**src/rtl/fp_pkg.sv**
```systemverilog
// Shared FP32 field widths, rounding-mode encodings and the aligned-operand
// record passed between the align stage and its output buffer.
package fp_pkg;

  localparam int EXP_W   = 8;
  localparam int FRAC_W  = 23;
  localparam int ALIGN_W = 27;

  localparam logic [31:0] CANON_NAN = 32'h7FC0_0000;

  localparam logic [2:0] RM_RNE = 3'b000;
  localparam logic [2:0] RM_RTZ = 3'b001;
  localparam logic [2:0] RM_RDN = 3'b010;
  localparam logic [2:0] RM_RUP = 3'b011;
  localparam logic [2:0] RM_RMM = 3'b100;

  typedef struct packed {
    logic               sign_big;
    logic               eff_sub;
    logic [EXP_W-1:0]   exp_big;
    logic [ALIGN_W-1:0] mant_big;
    logic [ALIGN_W-1:0] mant_small;
    logic               exact_zero;
    logic               special;
    logic [31:0]        special_res;
    logic               nv;
    logic [2:0]         rm;
  } fp_align_t;

endpackage

```
**src/rtl/fp_align_shift.sv**
```systemverilog
// 27-bit right shifter; every bit shifted out is ORed into bit 0 (sticky).
module fp_align_shift
  import fp_pkg::*;
(
  input  logic [ALIGN_W-1:0] mant,
  input  logic [EXP_W-1:0]   d,
  output logic [ALIGN_W-1:0] aligned
);

  logic [ALIGN_W-1:0] shifted;
  logic [ALIGN_W-1:0] lost_mask;
  logic               sticky;

  // shift with sticky collapse; huge distances leave only the sticky bit
  always_comb begin
    shifted   = '0;
    lost_mask = '0;
    sticky    = 1'b0;
    aligned   = '0;
    if (d >= 8'(ALIGN_W)) begin
      aligned = {{(ALIGN_W-1){1'b0}}, |mant};
    end else begin
      shifted   = mant >> d;
      lost_mask = ~({ALIGN_W{1'b1}} << d);
      sticky    = |(mant & lost_mask);
      aligned   = {shifted[ALIGN_W-1:1], shifted[0] | sticky};
    end
  end

endmodule

```
**src/rtl/fp_add_align_stage.sv**
```systemverilog
// FP32 add/sub front end: unpack, classify specials, order by magnitude and
// align the smaller mantissa, registered behind a main/skid output buffer.
module fp_add_align_stage
  import fp_pkg::*;
#(
  parameter int TAG_W   = 5,
  parameter int SKID_EN = 1
) (
  input  logic                clk,
  input  logic                reset_n,
  input  logic                in_valid,
  output logic                in_ready,
  input  logic                add_sub,
  input  logic [31:0]         op_a,
  input  logic [31:0]         op_b,
  input  logic [2:0]          rm,
  input  logic [TAG_W-1:0]    tag_in,
  output logic                out_valid,
  input  logic                out_ready,
  output logic                sign_big,
  output logic                eff_sub,
  output logic [EXP_W-1:0]    exp_big,
  output logic [ALIGN_W-1:0]  mant_big,
  output logic [ALIGN_W-1:0]  mant_small,
  output logic                exact_zero,
  output logic                special,
  output logic [31:0]         special_res,
  output logic                nv,
  output logic [2:0]          rm_out,
  output logic [TAG_W-1:0]    tag_out
);

  logic               sign_a, sign_b;
  logic [EXP_W-1:0]   exp_a, exp_b, eexp_a, eexp_b;
  logic [FRAC_W-1:0]  frac_a, frac_b;
  logic [ALIGN_W-1:0] mant_a, mant_b, small_mant;
  logic [EXP_W-1:0]   small_exp, shift_d;
  logic [ALIGN_W-1:0] small_aligned;
  logic               a_nan, b_nan, a_inf, b_inf, a_zero, b_zero, swap;
  fp_align_t          new_entry;

  fp_align_t          main_q, main_d, skid_q, skid_d;
  logic [TAG_W-1:0]   main_tag_q, main_tag_d, skid_tag_q, skid_tag_d;
  logic               main_valid_q, main_valid_d, skid_valid_q, skid_valid_d;
  logic               in_ready_q, in_ready_d;
  logic               accept, drain;

  // unpack, classify and order operands by magnitude (tie keeps A as big)
  always_comb begin
    sign_a = op_a[31];
    sign_b = op_b[31] ^ add_sub;
    exp_a  = op_a[30:23];
    exp_b  = op_b[30:23];
    frac_a = op_a[22:0];
    frac_b = op_b[22:0];
    eexp_a = (exp_a == 8'd0) ? 8'd1 : exp_a;
    eexp_b = (exp_b == 8'd0) ? 8'd1 : exp_b;
    mant_a = {(exp_a != 8'd0), frac_a, 3'b000};
    mant_b = {(exp_b != 8'd0), frac_b, 3'b000};
    a_nan  = (exp_a == 8'hFF) && (frac_a != 23'd0);
    b_nan  = (exp_b == 8'hFF) && (frac_b != 23'd0);
    a_inf  = (exp_a == 8'hFF) && (frac_a == 23'd0);
    b_inf  = (exp_b == 8'hFF) && (frac_b == 23'd0);
    a_zero = (op_a[30:0] == 31'd0);
    b_zero = (op_b[30:0] == 31'd0);
    swap   = (op_b[30:0] > op_a[30:0]);

    new_entry         = '0;
    new_entry.eff_sub = sign_a ^ sign_b;
    new_entry.rm      = rm;
    if (swap) begin
      new_entry.sign_big = sign_b;
      new_entry.exp_big  = eexp_b;
      new_entry.mant_big = mant_b;
      small_exp          = eexp_a;
      small_mant         = mant_a;
    end else begin
      new_entry.sign_big = sign_a;
      new_entry.exp_big  = eexp_a;
      new_entry.mant_big = mant_a;
      small_exp          = eexp_b;
      small_mant         = mant_b;
    end
    shift_d = new_entry.exp_big - small_exp;
    new_entry.mant_small = small_aligned;
    new_entry.exact_zero = (new_entry.eff_sub && (op_a[30:0] == op_b[30:0])) ||
                           (a_zero && b_zero);

    if (a_nan || b_nan) begin
      new_entry.special     = 1'b1;
      new_entry.special_res = CANON_NAN;
      new_entry.nv          = (a_nan && !frac_a[22]) || (b_nan && !frac_b[22]);
    end else if (a_inf && b_inf && new_entry.eff_sub) begin
      new_entry.special     = 1'b1;
      new_entry.special_res = CANON_NAN;
      new_entry.nv          = 1'b1;
    end else if (a_inf) begin
      new_entry.special     = 1'b1;
      new_entry.special_res = {sign_a, 8'hFF, 23'd0};
    end else if (b_inf) begin
      new_entry.special     = 1'b1;
      new_entry.special_res = {sign_b, 8'hFF, 23'd0};
    end else begin
      new_entry.special     = 1'b0;
    end
  end

  fp_align_shift u_shift (
    .mant    (small_mant),
    .d       (shift_d),
    .aligned (small_aligned)
  );

  assign accept   = in_valid && in_ready;
  assign drain    = main_valid_q && out_ready;
  assign in_ready = (SKID_EN != 0) ? in_ready_q : (!main_valid_q || out_ready);

  // buffer next state; skid only fills while main is held, and refills main first
  always_comb begin
    main_d       = main_q;
    main_tag_d   = main_tag_q;
    main_valid_d = main_valid_q;
    skid_d       = skid_q;
    skid_tag_d   = skid_tag_q;
    skid_valid_d = skid_valid_q;
    if (SKID_EN != 0) begin
      if (drain) begin
        if (skid_valid_q) begin
          main_d       = skid_q;
          main_tag_d   = skid_tag_q;
          main_valid_d = 1'b1;
          skid_valid_d = 1'b0;
        end else if (accept) begin
          main_d       = new_entry;
          main_tag_d   = tag_in;
          main_valid_d = 1'b1;
        end else begin
          main_valid_d = 1'b0;
        end
      end else if (accept) begin
        if (main_valid_q) begin
          skid_d       = new_entry;
          skid_tag_d   = tag_in;
          skid_valid_d = 1'b1;
        end else begin
          main_d       = new_entry;
          main_tag_d   = tag_in;
          main_valid_d = 1'b1;
        end
      end else begin
        main_valid_d = main_valid_q;
      end
    end else begin
      if (accept) begin
        main_d       = new_entry;
        main_tag_d   = tag_in;
        main_valid_d = 1'b1;
      end else if (drain) begin
        main_valid_d = 1'b0;
      end else begin
        main_valid_d = main_valid_q;
      end
    end
    in_ready_d = !skid_valid_d;
  end

  // buffer registers with synchronous active-low reset
  always_ff @(posedge clk) begin
    if (!reset_n) begin
      main_q       <= '0;
      main_tag_q   <= '0;
      main_valid_q <= 1'b0;
      skid_q       <= '0;
      skid_tag_q   <= '0;
      skid_valid_q <= 1'b0;
      in_ready_q   <= 1'b1;
    end else begin
      main_q       <= main_d;
      main_tag_q   <= main_tag_d;
      main_valid_q <= main_valid_d;
      skid_q       <= skid_d;
      skid_tag_q   <= skid_tag_d;
      skid_valid_q <= skid_valid_d;
      in_ready_q   <= in_ready_d;
    end
  end

  assign out_valid   = main_valid_q;
  assign sign_big    = main_q.sign_big;
  assign eff_sub     = main_q.eff_sub;
  assign exp_big     = main_q.exp_big;
  assign mant_big    = main_q.mant_big;
  assign mant_small  = main_q.mant_small;
  assign exact_zero  = main_q.exact_zero;
  assign special     = main_q.special;
  assign special_res = main_q.special_res;
  assign nv          = main_q.nv;
  assign rm_out      = main_q.rm;
  assign tag_out     = main_tag_q;

endmodule
```
**config.mk**
```make
export PLATFORM = sky130hd
export DESIGN_NAME = fp_add_align_stage
export DESIGN_NICKNAME = d
export VERILOG_FILES = /design/src/rtl/fp_pkg.sv /design/src/rtl/fp_align_shift.sv /design/src/rtl/fp_add_align_stage.sv
export SDC_FILE = /design/constraint.sdc
export NUM_CORES = 1
export LEC_CHECK = 0
export BUFFER_PORTS_ARGS = -buffer_cell sky130_fd_sc_hd__buf_2
export CAP_MARGIN = 5
export CORE_MARGIN = 3
export CORE_UTILIZATION = 50
export DETAILED_ROUTE_END_ITERATION = 10
export PLACE_DENSITY_LB_ADDON = 0.12
export SLEW_MARGIN = 0
export SYNTH_ARGS = -nofsm -noshare
export SYNTH_HDL_FRONTEND = slang
export SYNTH_HIERARCHICAL = 1
export SYNTH_SLANG_ARGS = --single-unit
```
**constraint.sdc**
```tcl
create_clock -name clk -period 14.4 [get_ports clk]
set_input_delay 0.72 -clock clk [delete_from_list [all_inputs] [get_ports clk]]
set_output_delay 0.72 -clock clk [all_outputs]
set_load 0.005 [all_outputs]
```
==> run metrics <==
status=finished clean; Avg Inst Size Synth=7.685 sq um; critical path launch point type=input port; setup TNS=0 ps; Tcrit/Tclk final=49.37%; met2 WL=13520 microns; DR vias=9660; WL final=29120 microns; net load switching power=554.1 uW; top sig layer=met4; die height=146.7 microns; Post-DRT Antenna Nets=0; # diodes=0; TritonCTS Buffers=17; Clk pwr share=32.6%; synth-to-layout area growth=14.44%; CTS tree=built; final setup fails=0; fill count=1772; RSZ-0062 raised after global routing=false; total iterations of the first detailed-routing run=5; pwr/cell area=130.3 nW/um^2; Residual DRC=0; Mapped Cells=1288; Root Buffer=clkbuf_16; CP Data Arrival Time=7430 ps; gr usage total=26.37%; worst vdd ir=105.4 uV; Max Cap Violations=0; Ports=186; Die Wd=146.7 microns; pin count of the biggest net entering global routing=99; Critical R2R Launch=out_valid$_SDFFE_PN0P_; I/O Buffers=160; sequential area share after synthesis=30.54%; sequential share of power=30.9%; R2R Setup Slk=11980 ps; Tot Pwr=1476 uW; Post-synth ARST share=0%; Worst Hold End=skid_q[51]$_SDFFE_PN0P_; Worst Hold Class=register to register; first-pass GRT wire length=46730 microns; commonest non-fill, non-tap cell in the layout=nand2_1; Worst-Skew Late Latency=430 ps; placed instance count=1636; Area contributors post-synth=dfxtp_1 (31%), nand2_1 (10%), o21ai_0 (5.5%); Worst Hold Launch=skid_q[51]$_SDFFE_PN0P_; CTS sink cnt=151; Static Leakage=0.005224 uW; Register Area=3023 sq um; Mapped Area=9898 sq um; row count=50; Multi-input gate area=6232 sq um; Via density=5.791; DRT iter0 DRCs=834; post-CTS sizing=0; Post-synth EDFFs=0; commonest non-fill, non-tap cells in the layout=nand2_1 (266), buf_2 (159), dfxtp_1 (151); crit path kind=input port to register; Hold Vio Cnt, Final=0; Slew @ Worst Pin=1062 ps; CTS H-Tree Depth=4; f_max=140.7 MHz; initial antenna violation count=0; Slew Limit Fails=0; Distinct cells, synth=66; core area=19080 sq um; Max clock buf depth=2; most common flop cell mapped by yosys=dfxtp_1; full die area=21520 sq um; HPWL after DPL=20890 microns; post-route insts no fill=1668; met3 WL=1850 microns; Yosys warning count=6; reg2reg end=mant_big[9]$_SDFFE_PN0P_; # hold bufs at CTS=0; relative slew slack=28.65%; M1 WL=13030 microns; Comb pwr share=36.5%; R2R depth=6; critical path required time=14720 ps; clock slew seen by the registers of the worst setup and hold paths=60 ps; Net Sw Frac=37.55%; GP Congestion=0.9765; Seq cells post-synth=151; number of global-route vias before repair=8943; area share of the largest cell type after synthesis=30.54%; # Post-CTS Setup Buffers=0; hold path cells=2; Power Internal=921.6 uW; layout cell share with drive strength beyond 1=16.97%; crit path max fanout=80; grt total ovfl=0; nets@finish=1511; Clock Skews=10.39 ps; Crit. End Element=register; Synth area leader=dfxtp_1; fin crit period=7109 ps; Initial Util=51.88%; WL/cell=17.46 microns
-- area by class of cell --
type | count | area share, %
timing repair buffer | 176 | 8.152
sequential | 151 | 26.69
inverter | 50 | 1.657
clock inverter | 15 | 1.856
multi-input combinational | 999 | 55.02
tap | 260 | 2.872
clock buffer | 17 | 3.756
-- worst max-delay path by stage --
stage          startpoint                    endpoint  slack, ps
2_1_floorplan    op_a[22]  mant_small[0]$_SDFFE_PN0P_       8350
3_3_place_gp     op_a[22]  mant_small[0]$_SDFFE_PN0P_       7240
3_5_place_dp     op_a[22]  mant_small[0]$_SDFFE_PN0P_       7020
4_1_cts          op_a[22]  mant_small[0]$_SDFFE_PN0P_       7480
5_1_grt          op_a[10]  mant_small[0]$_SDFFE_PN0P_       6860
6_report         op_a[10]  mant_small[0]$_SDFFE_PN0P_       7290
-- power by group through the flow --
stage | combinational, uW | clock [uW] | sequential [uW]
3_3_place_gp | 526 | 0 | 465
3_5_place_dp | 528 | 0 | 465
4_1_cts | 530 | 489 | 456
2_1_floorplan | 390 | 0 | 464
6_report | 539 | 481 | 456
5_1_grt | 591 | 506 | 458
-- cells by family (layout without fill, tap and decap cells) --
logic type	count (synthesis)	in the layout	share of synthesized area (%)
AND/OR/NAND/NOR	456	456	20.09
AO/OA/AOI/OAI	378	378	25.36
buffers and inverters	176	258	8.431
flip-flops	151	151	30.54
multiplexers	78	78	9.746
adder cells (fa/ha/maj)	39	39	5.006
XOR/XNOR	9	9	0.7963
other	1	39	0.03789
-- metrics by stage --
stage	worst slack, ps	cell area [sq um]	util [%]	hold slack [ps]
2_1_floorplan	8351	10040	-	438.7
3_3_place_gp	7235	10690	56.03	449.1
3_5_place_dp	7024	10690	56.03	457.6
4_1_cts	7482	11330	59.36	466.1
5_1_grt	6857	11330	59.36	483.8
6_report	7291	11330	59.36	464.5
-- registers in the layout, indices dropped and copies added, names as in the netlist, 3 cells and up --
register and count:
tag_out 5, exp_big 8, skid_tag_q 5, special_res 3, rm_out 3, mant_big 24, skid_q 69, mant_small 27
-- per-layer routing --
metal  track usage [%]  up-vias
met3             4.596       57
met1             36.39     4501
li1                  -     4751
met4             9.219        0
met2             41.76      351
met5                 0        -
-- synth_stat cells (all sizes together), types with 3 or more instances --
library cell	number
nor2	52
buf	56
o211a	39
inv	49
a22o	36
mux4	12
nand4	17
a22oi	8
clkbuf	70
ha	38
xor2	4
o21ai	120
a32oi	3
o22ai	8
mux2i	54
dfxtp	151
mux2	12
xnor2	5
nand3	52
nand2	266
a21boi	39
a311oi	3
o21a	5
a21oi	75
and2	3
a21o	6
a31oi	6
o211ai	5
or3	4
nand2b	3
a211oi	6
nor4	23
nor3	17
nor2b	9
or2	3
-- critical path: stages --
cell and delay (ps):
buf_2 100, inv_1 50, ha_1 310, nand4_1 170, nor4_1 570, nand2_1 230
a22o_1 310, a31oi_4 450, buf_4 770, mux2i_1 340, inv_1 70, ha_1 340
a21oi_1 210, o21ai_0 140, xnor2_1 240, nor2_1 840, o21ai_0 230, a222oi_1 270
nand4_1 140, a2111oi_1 410, nor2_1 140, nand2_1 90, nand3_1 90, o211a_1 170
No activity file was read; power rests on OpenSTA's default activity.
